<file path="config.mk">
export PLATFORM = sky130hd
export DESIGN_NAME = mc_controller_flat
export DESIGN_NICKNAME = d
export VERILOG_FILES = /design/src/rtl/mips_pkg.sv /design/src/rtl/mc_controller_if.sv /design/src/rtl/mc_controller_aludec.sv /design/src/rtl/mc_controller.sv /design/src/flat_wrapper.sv
export SDC_FILE = /design/constraint.sdc
export NUM_CORES = 1
export LEC_CHECK = 0
export CORE_MARGIN = 4
export CORE_UTILIZATION = 42
export CTS_CLUSTER_DIAMETER = 50
export DETAILED_ROUTE_END_ITERATION = 8
export PLACE_DENSITY = 0.83
export SYNTH_ARGS = -nofsm -noshare
export SYNTH_HDL_FRONTEND = slang
export SYNTH_SLANG_ARGS = --single-unit
</file>
<file path="constraint.sdc">
create_clock -name clk -period 3.7 [get_ports clk]
set_input_delay 0.74 -clock clk [delete_from_list [all_inputs] [get_ports clk]]
set_output_delay 0.74 -clock clk [all_outputs]
set_load 0.01 [all_outputs]
</file>
<file path="src/rtl/mips_pkg.sv">
`default_nettype none
// ============================================================================
//  Module      : mips_pkg
//  Description : Shared definitions for the multicycle MIPS controller:
//                FSM state encoding, opcode/funct constants, ALU operation
//                classes and ALU control codes.
//  Revision    : 1.0  initial release
// ============================================================================
package mips_pkg;

    // Controller states; FETCH is encoded as zero.
    typedef enum logic [3:0] {
        S_FETCH   = 4'd0,
        S_DECODE  = 4'd1,
        S_MEMADR  = 4'd2,
        S_MEMRD   = 4'd3,
        S_MEMWB   = 4'd4,
        S_MEMWR   = 4'd5,
        S_EXECUTE = 4'd6,
        S_ALUWB   = 4'd7,
        S_BRANCH  = 4'd8,
        S_ADDIEX  = 4'd9,
        S_ADDIWB  = 4'd10,
        S_JUMP    = 4'd11
    } state_t;

    // Opcodes (instr[31:26])
    localparam logic [5:0] C_OP_RTYPE = 6'b000000;
    localparam logic [5:0] C_OP_LW    = 6'b100011;
    localparam logic [5:0] C_OP_SW    = 6'b101011;
    localparam logic [5:0] C_OP_BEQ   = 6'b000100;
    localparam logic [5:0] C_OP_ADDI  = 6'b001000;
    localparam logic [5:0] C_OP_J     = 6'b000010;

    // R-type function codes (instr[5:0])
    localparam logic [5:0] C_FN_ADD = 6'b100000;
    localparam logic [5:0] C_FN_SUB = 6'b100010;
    localparam logic [5:0] C_FN_AND = 6'b100100;
    localparam logic [5:0] C_FN_OR  = 6'b100101;
    localparam logic [5:0] C_FN_SLT = 6'b101010;

    // ALU operation class from the main FSM
    localparam logic [1:0] C_ALUOP_ADD   = 2'b00;
    localparam logic [1:0] C_ALUOP_SUB   = 2'b01;
    localparam logic [1:0] C_ALUOP_FUNCT = 2'b10;

    // ALU control codes
    localparam logic [2:0] C_ALU_AND = 3'b000;
    localparam logic [2:0] C_ALU_OR  = 3'b001;
    localparam logic [2:0] C_ALU_ADD = 3'b010;
    localparam logic [2:0] C_ALU_SUB = 3'b110;
    localparam logic [2:0] C_ALU_SLT = 3'b111;

    // True for the six opcodes the controller implements.
    function automatic logic is_legal_op(input logic [5:0] op);
        return (op == C_OP_RTYPE) || (op == C_OP_LW)   || (op == C_OP_SW) ||
               (op == C_OP_BEQ)   || (op == C_OP_ADDI) || (op == C_OP_J);
    endfunction

endpackage
`default_nettype wire

</file>
<file path="src/rtl/mc_controller_if.sv">
`default_nettype none
// ============================================================================
//  Module      : mc_controller_if
//  Description : Instruction/status inputs and datapath control outputs of
//                the multicycle controller.
//                slave  : controller side (consumes op/funct/zero/memready,
//                         drives all selects and enables)
//                master : datapath side (the reverse)
//  Revision    : 1.0  initial release
// ============================================================================
interface mc_controller_if;
    logic [5:0] op;
    logic [5:0] funct;
    logic       zero;
    logic       memready;

    logic       iord;
    logic       irwrite;
    logic       memwrite;
    logic       regdst;
    logic       memtoreg;
    logic       regwrite;
    logic       alusrca;
    logic [1:0] alusrcb;
    logic [1:0] pcsrc;
    logic [1:0] aluop;
    logic [2:0] alucontrol;
    logic       pcen;
    logic       illegal_op;

    modport slave (
        input  op, funct, zero, memready,
        output iord, irwrite, memwrite, regdst, memtoreg, regwrite, alusrca,
               alusrcb, pcsrc, aluop, alucontrol, pcen, illegal_op
    );

    modport master (
        output op, funct, zero, memready,
        input  iord, irwrite, memwrite, regdst, memtoreg, regwrite, alusrca,
               alusrcb, pcsrc, aluop, alucontrol, pcen, illegal_op
    );
endinterface
`default_nettype wire

</file>
<file path="src/rtl/mc_controller_aludec.sv">
`default_nettype none
// ============================================================================
//  Module      : aludec
//  Description : ALU control decoder. Maps the FSM's ALU operation class and
//                the R-type funct field onto a 3-bit ALU control code.
//  Ports       : i_aluop      - operation class (add / sub / use funct)
//                i_funct      - instr[5:0]
//                o_alucontrol - ALU control code
//  Revision    : 1.0  initial release
// ============================================================================
module aludec
    import mips_pkg::*;
(
    input  wire logic [1:0] i_aluop,
    input  wire logic [5:0] i_funct,
    output logic      [2:0] o_alucontrol
);

    always_comb begin
        o_alucontrol = C_ALU_ADD;
        case (i_aluop)
            C_ALUOP_ADD: o_alucontrol = C_ALU_ADD;
            C_ALUOP_SUB: o_alucontrol = C_ALU_SUB;
            C_ALUOP_FUNCT: begin
                case (i_funct)
                    C_FN_ADD: o_alucontrol = C_ALU_ADD;
                    C_FN_SUB: o_alucontrol = C_ALU_SUB;
                    C_FN_AND: o_alucontrol = C_ALU_AND;
                    C_FN_OR:  o_alucontrol = C_ALU_OR;
                    C_FN_SLT: o_alucontrol = C_ALU_SLT;
                    default:  o_alucontrol = C_ALU_ADD;
                endcase
            end
            // Unused class 11 falls back to add.
            default: o_alucontrol = C_ALU_ADD;
        endcase
    end

endmodule
`default_nettype wire

</file>
<file path="src/rtl/mc_controller.sv">
`default_nettype none
// ============================================================================
//  Module      : mc_controller
//  Description : Moore-FSM controller for a multicycle MIPS subset
//                (lw, sw, R-type, beq, addi, j) sharing one memory for
//                instructions and data.
//  Ports       : clk   - clock, all state changes on the rising edge
//                reset - synchronous active-high reset
//                bus   - op/funct/zero/memready in, datapath controls out
//  Parameters  : HAS_MEMREADY - 1: memready stalls FETCH/MEMRD/MEMWR,
//                               0: memory assumed to always complete
//  Revision    : 1.0  initial release
// ============================================================================
module mc_controller
    import mips_pkg::*;
#(
    parameter int HAS_MEMREADY = 1
) (
    input  wire logic       clk,
    input  wire logic       reset,
    mc_controller_if.slave  bus
);

    logic   w_memready;
    state_t state_q;
    state_t state_d;
    state_t w_dec_state;

    logic       w_iord;
    logic       w_irwrite;
    logic       w_memwrite;
    logic       w_regdst;
    logic       w_memtoreg;
    logic       w_regwrite;
    logic       w_alusrca;
    logic [1:0] w_alusrcb;
    logic [1:0] w_pcsrc;
    logic [1:0] w_aluop;
    logic       w_pcwrite;
    logic       w_branch;

    generate
        if (HAS_MEMREADY != 0) begin : g_memready
            assign w_memready = bus.memready;
        end else begin : g_no_memready
            assign w_memready = 1'b1;
        end
    endgenerate

    // ------------------------------------------------------------------
    // State register
    // ------------------------------------------------------------------
    always_ff @(posedge clk) begin
        if (reset) begin
            state_q <= S_FETCH;
        end else begin
            state_q <= state_d;
        end
    end

    // ------------------------------------------------------------------
    // Next-state logic
    // ------------------------------------------------------------------
    always_comb begin
        state_d = state_q;
        case (state_q)
            S_FETCH:  if (w_memready) state_d = S_DECODE;
            S_DECODE: begin
                case (bus.op)
                    C_OP_LW, C_OP_SW: state_d = S_MEMADR;
                    C_OP_RTYPE:       state_d = S_EXECUTE;
                    C_OP_BEQ:         state_d = S_BRANCH;
                    C_OP_ADDI:        state_d = S_ADDIEX;
                    C_OP_J:           state_d = S_JUMP;
                    default:          state_d = S_FETCH;
                endcase
            end
            S_MEMADR:  state_d = (bus.op == C_OP_LW) ? S_MEMRD : S_MEMWR;
            S_MEMRD:   if (w_memready) state_d = S_MEMWB;
            S_MEMWR:   if (w_memready) state_d = S_FETCH;
            S_EXECUTE: state_d = S_ALUWB;
            S_ADDIEX:  state_d = S_ADDIWB;
            default:   state_d = S_FETCH;
        endcase
    end

    // ------------------------------------------------------------------
    // Output decode. While reset is high the outputs decode as FETCH,
    // whatever state the register still holds, so an interrupted store or
    // writeback never reaches memory or the register file.
    // ------------------------------------------------------------------
    always_comb begin
        w_dec_state = reset ? S_FETCH : state_q;
        w_iord      = 1'b0;
        w_irwrite   = 1'b0;
        w_memwrite  = 1'b0;
        w_regdst    = 1'b0;
        w_memtoreg  = 1'b0;
        w_regwrite  = 1'b0;
        w_alusrca   = 1'b0;
        w_alusrcb   = 2'b00;
        w_pcsrc     = 2'b00;
        w_aluop     = C_ALUOP_ADD;
        w_pcwrite   = 1'b0;
        w_branch    = 1'b0;
        case (w_dec_state)
            S_FETCH: begin
                w_alusrcb = 2'b01;
                // IR and PC update only on the cycle the fetch completes.
                w_irwrite = w_memready;
                w_pcwrite = w_memready;
            end
            S_DECODE:  w_alusrcb = 2'b11;
            S_MEMADR: begin
                w_alusrca = 1'b1;
                w_alusrcb = 2'b10;
            end
            S_MEMRD:   w_iord = 1'b1;
            S_MEMWB: begin
                w_regwrite = 1'b1;
                w_memtoreg = 1'b1;
            end
            S_MEMWR: begin
                w_iord     = 1'b1;
                w_memwrite = 1'b1;
            end
            S_EXECUTE: begin
                w_alusrca = 1'b1;
                w_aluop   = C_ALUOP_FUNCT;
            end
            S_ALUWB: begin
                w_regdst   = 1'b1;
                w_regwrite = 1'b1;
            end
            S_BRANCH: begin
                w_alusrca = 1'b1;
                w_aluop   = C_ALUOP_SUB;
                w_pcsrc   = 2'b01;
                w_branch  = 1'b1;
            end
            S_ADDIEX: begin
                w_alusrca = 1'b1;
                w_alusrcb = 2'b10;
            end
            S_ADDIWB:  w_regwrite = 1'b1;
            S_JUMP: begin
                w_pcsrc   = 2'b10;
                w_pcwrite = 1'b1;
            end
            default: ;
        endcase
    end

    aludec u_aludec (
        .i_aluop      (w_aluop),
        .i_funct      (bus.funct),
        .o_alucontrol (bus.alucontrol)
    );

    // Write enables are gated by reset directly rather than relying on the
    // FETCH decode alone.
    assign bus.iord       = w_iord;
    assign bus.irwrite    = w_irwrite  & ~reset;
    assign bus.memwrite   = w_memwrite & ~reset;
    assign bus.regdst     = w_regdst;
    assign bus.memtoreg   = w_memtoreg;
    assign bus.regwrite   = w_regwrite & ~reset;
    assign bus.alusrca    = w_alusrca;
    assign bus.alusrcb    = w_alusrcb;
    assign bus.pcsrc      = w_pcsrc;
    assign bus.aluop      = w_aluop;
    assign bus.pcen       = (w_pcwrite | (w_branch & bus.zero)) & ~reset;
    assign bus.illegal_op = (w_dec_state == S_DECODE) & ~is_legal_op(bus.op) & ~reset;

endmodule
`default_nettype wire

</file>
<file path="src/flat_wrapper.sv">
// flat-port wrapper written by rule: the top's interface ports become plain ports
module mc_controller_flat import mips_pkg::*;
#(
    parameter int HAS_MEMREADY = 1
)
  (clk, reset, bus_op, bus_funct, bus_zero, bus_memready, bus_iord, bus_irwrite, bus_memwrite, bus_regdst, bus_memtoreg, bus_regwrite, bus_alusrca, bus_alusrcb, bus_pcsrc, bus_aluop, bus_alucontrol, bus_pcen, bus_illegal_op);
  mc_controller_if bus_i ();
  input  wire logic clk;
  input  wire logic reset;
  input wire logic [$bits(bus_i.op)-1:0] bus_op;
  input wire logic [$bits(bus_i.funct)-1:0] bus_funct;
  input wire logic [$bits(bus_i.zero)-1:0] bus_zero;
  input wire logic [$bits(bus_i.memready)-1:0] bus_memready;
  output wire logic [$bits(bus_i.iord)-1:0] bus_iord;
  output wire logic [$bits(bus_i.irwrite)-1:0] bus_irwrite;
  output wire logic [$bits(bus_i.memwrite)-1:0] bus_memwrite;
  output wire logic [$bits(bus_i.regdst)-1:0] bus_regdst;
  output wire logic [$bits(bus_i.memtoreg)-1:0] bus_memtoreg;
  output wire logic [$bits(bus_i.regwrite)-1:0] bus_regwrite;
  output wire logic [$bits(bus_i.alusrca)-1:0] bus_alusrca;
  output wire logic [$bits(bus_i.alusrcb)-1:0] bus_alusrcb;
  output wire logic [$bits(bus_i.pcsrc)-1:0] bus_pcsrc;
  output wire logic [$bits(bus_i.aluop)-1:0] bus_aluop;
  output wire logic [$bits(bus_i.alucontrol)-1:0] bus_alucontrol;
  output wire logic [$bits(bus_i.pcen)-1:0] bus_pcen;
  output wire logic [$bits(bus_i.illegal_op)-1:0] bus_illegal_op;
  assign bus_i.op = bus_op;
  assign bus_i.funct = bus_funct;
  assign bus_i.zero = bus_zero;
  assign bus_i.memready = bus_memready;
  assign bus_iord = bus_i.iord;
  assign bus_irwrite = bus_i.irwrite;
  assign bus_memwrite = bus_i.memwrite;
  assign bus_regdst = bus_i.regdst;
  assign bus_memtoreg = bus_i.memtoreg;
  assign bus_regwrite = bus_i.regwrite;
  assign bus_alusrca = bus_i.alusrca;
  assign bus_alusrcb = bus_i.alusrcb;
  assign bus_pcsrc = bus_i.pcsrc;
  assign bus_aluop = bus_i.aluop;
  assign bus_alucontrol = bus_i.alucontrol;
  assign bus_pcen = bus_i.pcen;
  assign bus_illegal_op = bus_i.illegal_op;
  mc_controller #(.HAS_MEMREADY(HAS_MEMREADY)) u_core (.clk(clk), .reset(reset), .bus(bus_i));
endmodule
</file>
After elaboration in Yosys (flattened, before gate mapping)
Index checks and enable logic that the tools add are counted.
- equal/unequal tests: 31
- multiplexer cells: 21
- bitwise logic cells: 10
- reduce and logical (&&, ||, !) cells: 14
- operators with widths (kind ; count):
    $eq A6 B6 Y1 const B ; 6
    $pmux W4 S7 ; 1
    $eq A4 B3 Y1 const B ; 6
    $eq A4 B4 Y1 const B ; 5
    $pmux W4 S5 ; 1
    $eq A4 B2 Y1 const B ; 4
    $mux W4 ; 4
    $pmux W3 S4 ; 1
    $eq A4 B1 Y1 const B ; 2
    $logic_not A4 Y1 ; 2
    $mux W1 ; 8
    $pmux W2 S2 ; 2
    $and A1 B1 Y1 ; 7
    $eq A6 B2 Y1 const B ; 1
    $eq A6 B3 Y1 const B ; 1
    $eq A6 B4 Y1 const B ; 1
    $logic_not A6 Y1 ; 1
    $ne A2 B2 Y1 const B ; 3
    $pmux W2 S3 ; 1
    $pmux W3 S2 ; 1
    $reduce_or A2 Y1 ; 3
    $logic_or A1 B1 Y1 ; 5
    $reduce_or A4 Y1 ; 1
    $mux W3 ; 1
    7 further kinds ; 8
- register bits after elaboration: 4
- input port bits: 16
- output and inout port bits: 18
- word-level logic and storage cells: 77

Depth between registers and ports, before layout
- word-level depth: 9
- gate-level depth with buffers: 7
- mapped depth without buffers: 6

Cells and area by module
Synthesis repeated with hierarchy kept, for this count alone.
- cell total of the unflattened synthesis: 99
- area, all modules: 699.4 µm²
- modules (own cells, without submodules) (module ; times used ; cells an instance ; area an instance (µm²) ; sequential area each (µm²)):
    mc_controller ; 1 ; 84 ; 580.6 ; 80.1
    aludec ; 1 ; 15 ; 118.9 ; 0.0

Worst setup path after synthesis
OpenSTA, ideal clock, no wires.
- path kind: input port to output port
- start: input port reset
- end: output port bus_alucontrol[1]
- data arrival time: 2.222 ns
- required time: 2.960 ns
- slack: 0.738 ns
- cell stages on the path: 6
- path buffers: 1
- cell sequence: clkbuf_1 nor4b_4 inv_1 ha_1 a31oi_1 or3b_2
- cells in the longest elaborated chain, start to end: 5
- elaborated cells between the ends (all ways): 7
- classes of those cells: 4 x eq/ne; 3 x mux
- ends and longest elaborated chain (element ; RTL line ; text):
    from (decl) ; flat_wrapper.sv:9 ; input wire logic reset;
    $mux W4 * ; mc_controller.sv:93 ; w_dec_state = reset ? S_FETCH : state_q;
    $eq A4 B4 Y1 or $eq A4 B3 Y1 (tied branches) ; mc_controller.sv:106 ; case (w_dec_state)
    $pmux W2 S2 * ; mc_controller.sv:106 ;
    via bus_aluop[0] ; flat_wrapper.sv:23 ; output wire logic [$bits(bus_i.aluop)-1:0] bus_aluop;
    $eq A2 B2 Y1 or $eq A2 B1 Y1 (tied branches) ; mc_controller_aludec.sv:21 ; case (i_aluop)
    $pmux W3 S2 * ; mc_controller_aludec.sv:21 ;
    to (decl) ; flat_wrapper.sv:24 ; output wire logic [$bits(bus_i.alucontrol)-1:0] bus_alucontrol;
Mark *: on every way through the listed nets, which the timed path passes. The rest lies on a longest branch.

Worst setup path after layout
- start: input port reset
- end: output port bus_memwrite
- cells in the longest elaborated chain, start to end: 4
- elaborated cells between the ends (all ways): 5
- classes of those cells: 1 x eq/ne; 2 x mux; 2 x bitwise
- ends and longest elaborated chain (element ; RTL line ; text):
    $mux W4 ; mc_controller.sv:93 ;
    $eq A4 B3 Y1 ; mc_controller.sv:106 ;
    $mux W1 ; mc_controller.sv:106 ;
    $and A1 B1 Y1 * ; mc_controller.sv:164 ; assign bus.memwrite = w_memwrite & ~reset;
    to (decl) ; flat_wrapper.sv:16 ; output wire logic [$bits(bus_i.memwrite)-1:0] bus_memwrite;
Every way passes the cells marked *; elsewhere a longest branch is shown, timed or not.

==> reports/qor.csv <==
stage,metric,value,unit
setup_path,cp.required,2.96,ns
die,dieArea,2339,um^2
drt,drt-initial-drc-count,20,
setup_path,critical-path-slowest-cell,clkdlybuf4s50_1,
yosys,yosysMostFrequentCell,nor2_1,
worst_hold_path,min_path_type,register to register,
drt,vias,878,
pwr,peakVddDrop,0.1993,mV
clock_tree,clk_pin_slew_worst_paths,0.04,ns
global_routing,grt_max_degree,14,
pwr,power_frac_seq,29.0,%
timing,worstMarginPinSlew,0.3953,ns
flow_run,drv_cap,0,
timing,maxSlewHeadroom,73.61,%
layout,num_antenna_cells,0,
yosys,syn_avg_cell_area,6.776,um^2
place,post-dp-hpwl,1.694,mm
status,run_status,"finished, final reports clean",
global_routing,grt_usage,18.43,%
global_routing,grt_pass1_vias,817,
setup_path,crit_path_start_kind,input port,
global_routing,antenna_found_initial,0,
layout,fin_nets,158,
global_routing,grt_pass1_wl,3.636,mm
place,routabilityCongestion,0.8974,
setup_path,crit_arrival,2.86,ns
yosys,syn_nets,120,
layout,largest_reg_flops,4,
timing,final_hold_viol_count,0,
clock_tree,cts.sinks,4,
die,ioPinCount,34,
yosys,synth_common_cells,"11 x nor2_1, 8 x nand2_1, 7 x a21oi_1",
pwr,p_leak,0.3915,nW
die,fp-row-count,14,
timing,max_clock_freq,0.2779,GHz
timing,slew_violations,0,
drt,dr_wl_met2,1.075,mm
drt,routed.top_layer,met4,
timing,setup_violations,0,
layout,regMostFlops,u_core.state_q,
pwr,p_sw_share,31.49,%
yosys,synth_ff_type,dfxtp_1,
yosys,synth_area_leaders,"dfxtp_1 12%, nor2_1 6.0%, ha_1 5.5%",
layout,fillers,133,
die,die_w,48.37,um
die,die_h,48.37,um
yosys,ys_seq_elements,4,
layout,reg_top3,u_core.state_q x4,
drt,routed_wl,2.104,mm
layout,register_area,80.08,um^2
timing,timing.hold.ws,0.6600,ns
clock_tree,clock_path_buffers,2,
clock_tree,cts_tree,yes,
yosys,ys_types,41,
setup_path,cp_max_fo,7,
layout,area_delta_synth_final,55.21,%
yosys,async_flop_share,0,%
drt,wl_met1,801,um
yosys,synth_warnings,0,
drt,firstDrtPassIters,4,
timing,rsz0062_at_grt,no,
setup_path,cp-end-kind,primary output,
pwr,p_comb_share,40.6,%
drt,viasPerCell,5.739,
setup_path,crit_chain,clkdlybuf4s50_1 -> buf_4 -> buf_4 -> nand2b_1 -> or2_2 -> nor3_1 -> clkdlybuf4s50_1,
drt,drc,0,
clock_tree,clkLatencyLatePin,0.23,ns
yosys,synth.largest_area_cell,dfxtp_1,
pwr,clockPowerShare,30.4,%
layout,stdcell_area,1062,um^2
timing,fin_crit,3.598,ns
timing,finalCritPeriodShare,97.25,%
setup_path,path_class,input port to primary output,
drt,wl_met3,181,um
yosys,yosysTopAreaCellShare,11.70,%
timing,fin_skew,0.001264,ns
drt,antenna_left,0,
place,io_buffers,33,
layout,multi_input_area,525.5,um^2
clock_tree,holdBufCountCts,0,
yosys,ys_seq_area_share,11.70,%
yosys,synth_edf_count,0,
global_routing,grt-ovfl-total,0,
clock_tree,htree_levels,1,
drt,routedWlPerCell,13.75,um
layout,drive_gt1_share,10.95,%
yosys,synthCells,101,
die,start_util,44.91,%
setup_path,slowest_delay,0.60,ns
place,dpl-instance-area,1039,um^2
die,core_area,1524,um^2
pwr,power_density,165.7,nW/um^2
pwr,p_int,120.6,uW
layout,finalCoreUtilization,69.70,%
pwr,switchingPower,55.43,uW
yosys,syn-cell-area,684.4,um^2
clock_tree,cts_root_buf,clkbuf_4,
clock_tree,cts_buffers,3,
==> cell usage in the layout, fill, tap and decap left out, drive strengths merged, types with 2 or more instances in the layout <==
cell / count
clkdlybuf4s50: 31
nor2: 11
nand2: 8
buf: 8
a21oi: 7
inv: 6
nor3: 6
nor4: 6
nand2b: 4
dfxtp: 4
nand3: 3
o22ai: 3
ha: 3
clkbuf: 3
o21ai: 3
nor2b: 2
nor3b: 2
a22oi: 2
xnor2: 2
o31ai: 2
nor4b: 2
==> worst max-delay path, delay by kind of cell <==
kind / cells / cell delay [ns]
buffers and inverters: 4 / 1.35
AND/OR/NAND/NOR: 3 / 0.77
==> power groups by stage <==
stage	registers (mW)	clock network, mW	logic [mW]
after floorplan	0.0473	0	0.0423
after global placement	0.0513	0	0.0700
after detailed placement	0.0514	0	0.0712
after CTS	0.0508	0.0572	0.0713
after global routing	0.0517	0.0594	0.0784
final	0.0511	0.0535	0.0715
==> logic make-up (layout without fill, tap and decap cells) <==
| family | count (synthesis) | after routing | share of synthesized area (%) |
|---|---|---|---|
| compound gates | 26 | 26 | 25.05 |
| xor+xnor | 3 | 3 | 3.840 |
| fa+ha+maj | 3 | 3 | 5.485 |
| buf+inv | 14 | 50 | 11.52 |
| flops | 4 | 4 | 11.70 |
| simple gates | 51 | 51 | 42.41 |
==> layout make-up <==
class	count	share of cell area, %
Multi-Input combinational cell	83	49.47
Timing Repair Buffer	41	36.87
Sequential cell	4	7.538
Clock buffer	3	2.120
Inverter	6	2.120
Tap cell	16	1.885
==> worst paths after layout <==
check / start / end / slack, ns / cells past startpoint
worst max-delay path: reset / bus_memwrite / 0.10 / 7
worst min-delay path: u_core.state_q[1] / u_core.state_q[3] / 0.66 / 2
worst max register to register: u_core.state_q[2] / u_core.state_q[0] / 2.23 / 6
worst min register to register: u_core.state_q[1] / u_core.state_q[3] / 0.66 / 2
==> metrics by stage <==
stage               power (mW)  TNS [ns]  setup WS [ns]  instances
finish                  0.1760         0         0.1016        153
detailed placement      0.1226  -0.03166       -0.03166        150
global placement        0.1213         0        0.01235        150
global route            0.1894         0       0.003461        153
CTS                     0.1794         0       0.005694        153
floorplan              0.08961         0         0.7376        101
==> timing repair <==
action                     CTS  global route
setup buffers                0             0
gates resized for setup      1             1
setup endpoints to repair    1             1
hold endpoints to repair     0             0
==> layer usage <==
metal | vias up | track usage, %
met5 | - | 0
met4 | 0 | 8.295
met3 | 5 | 1.534
met2 | 45 | 32.17
met1 | 387 | 22.47
li1 | 441 | -
Note: power is estimated with default switching activity, not from simulation.
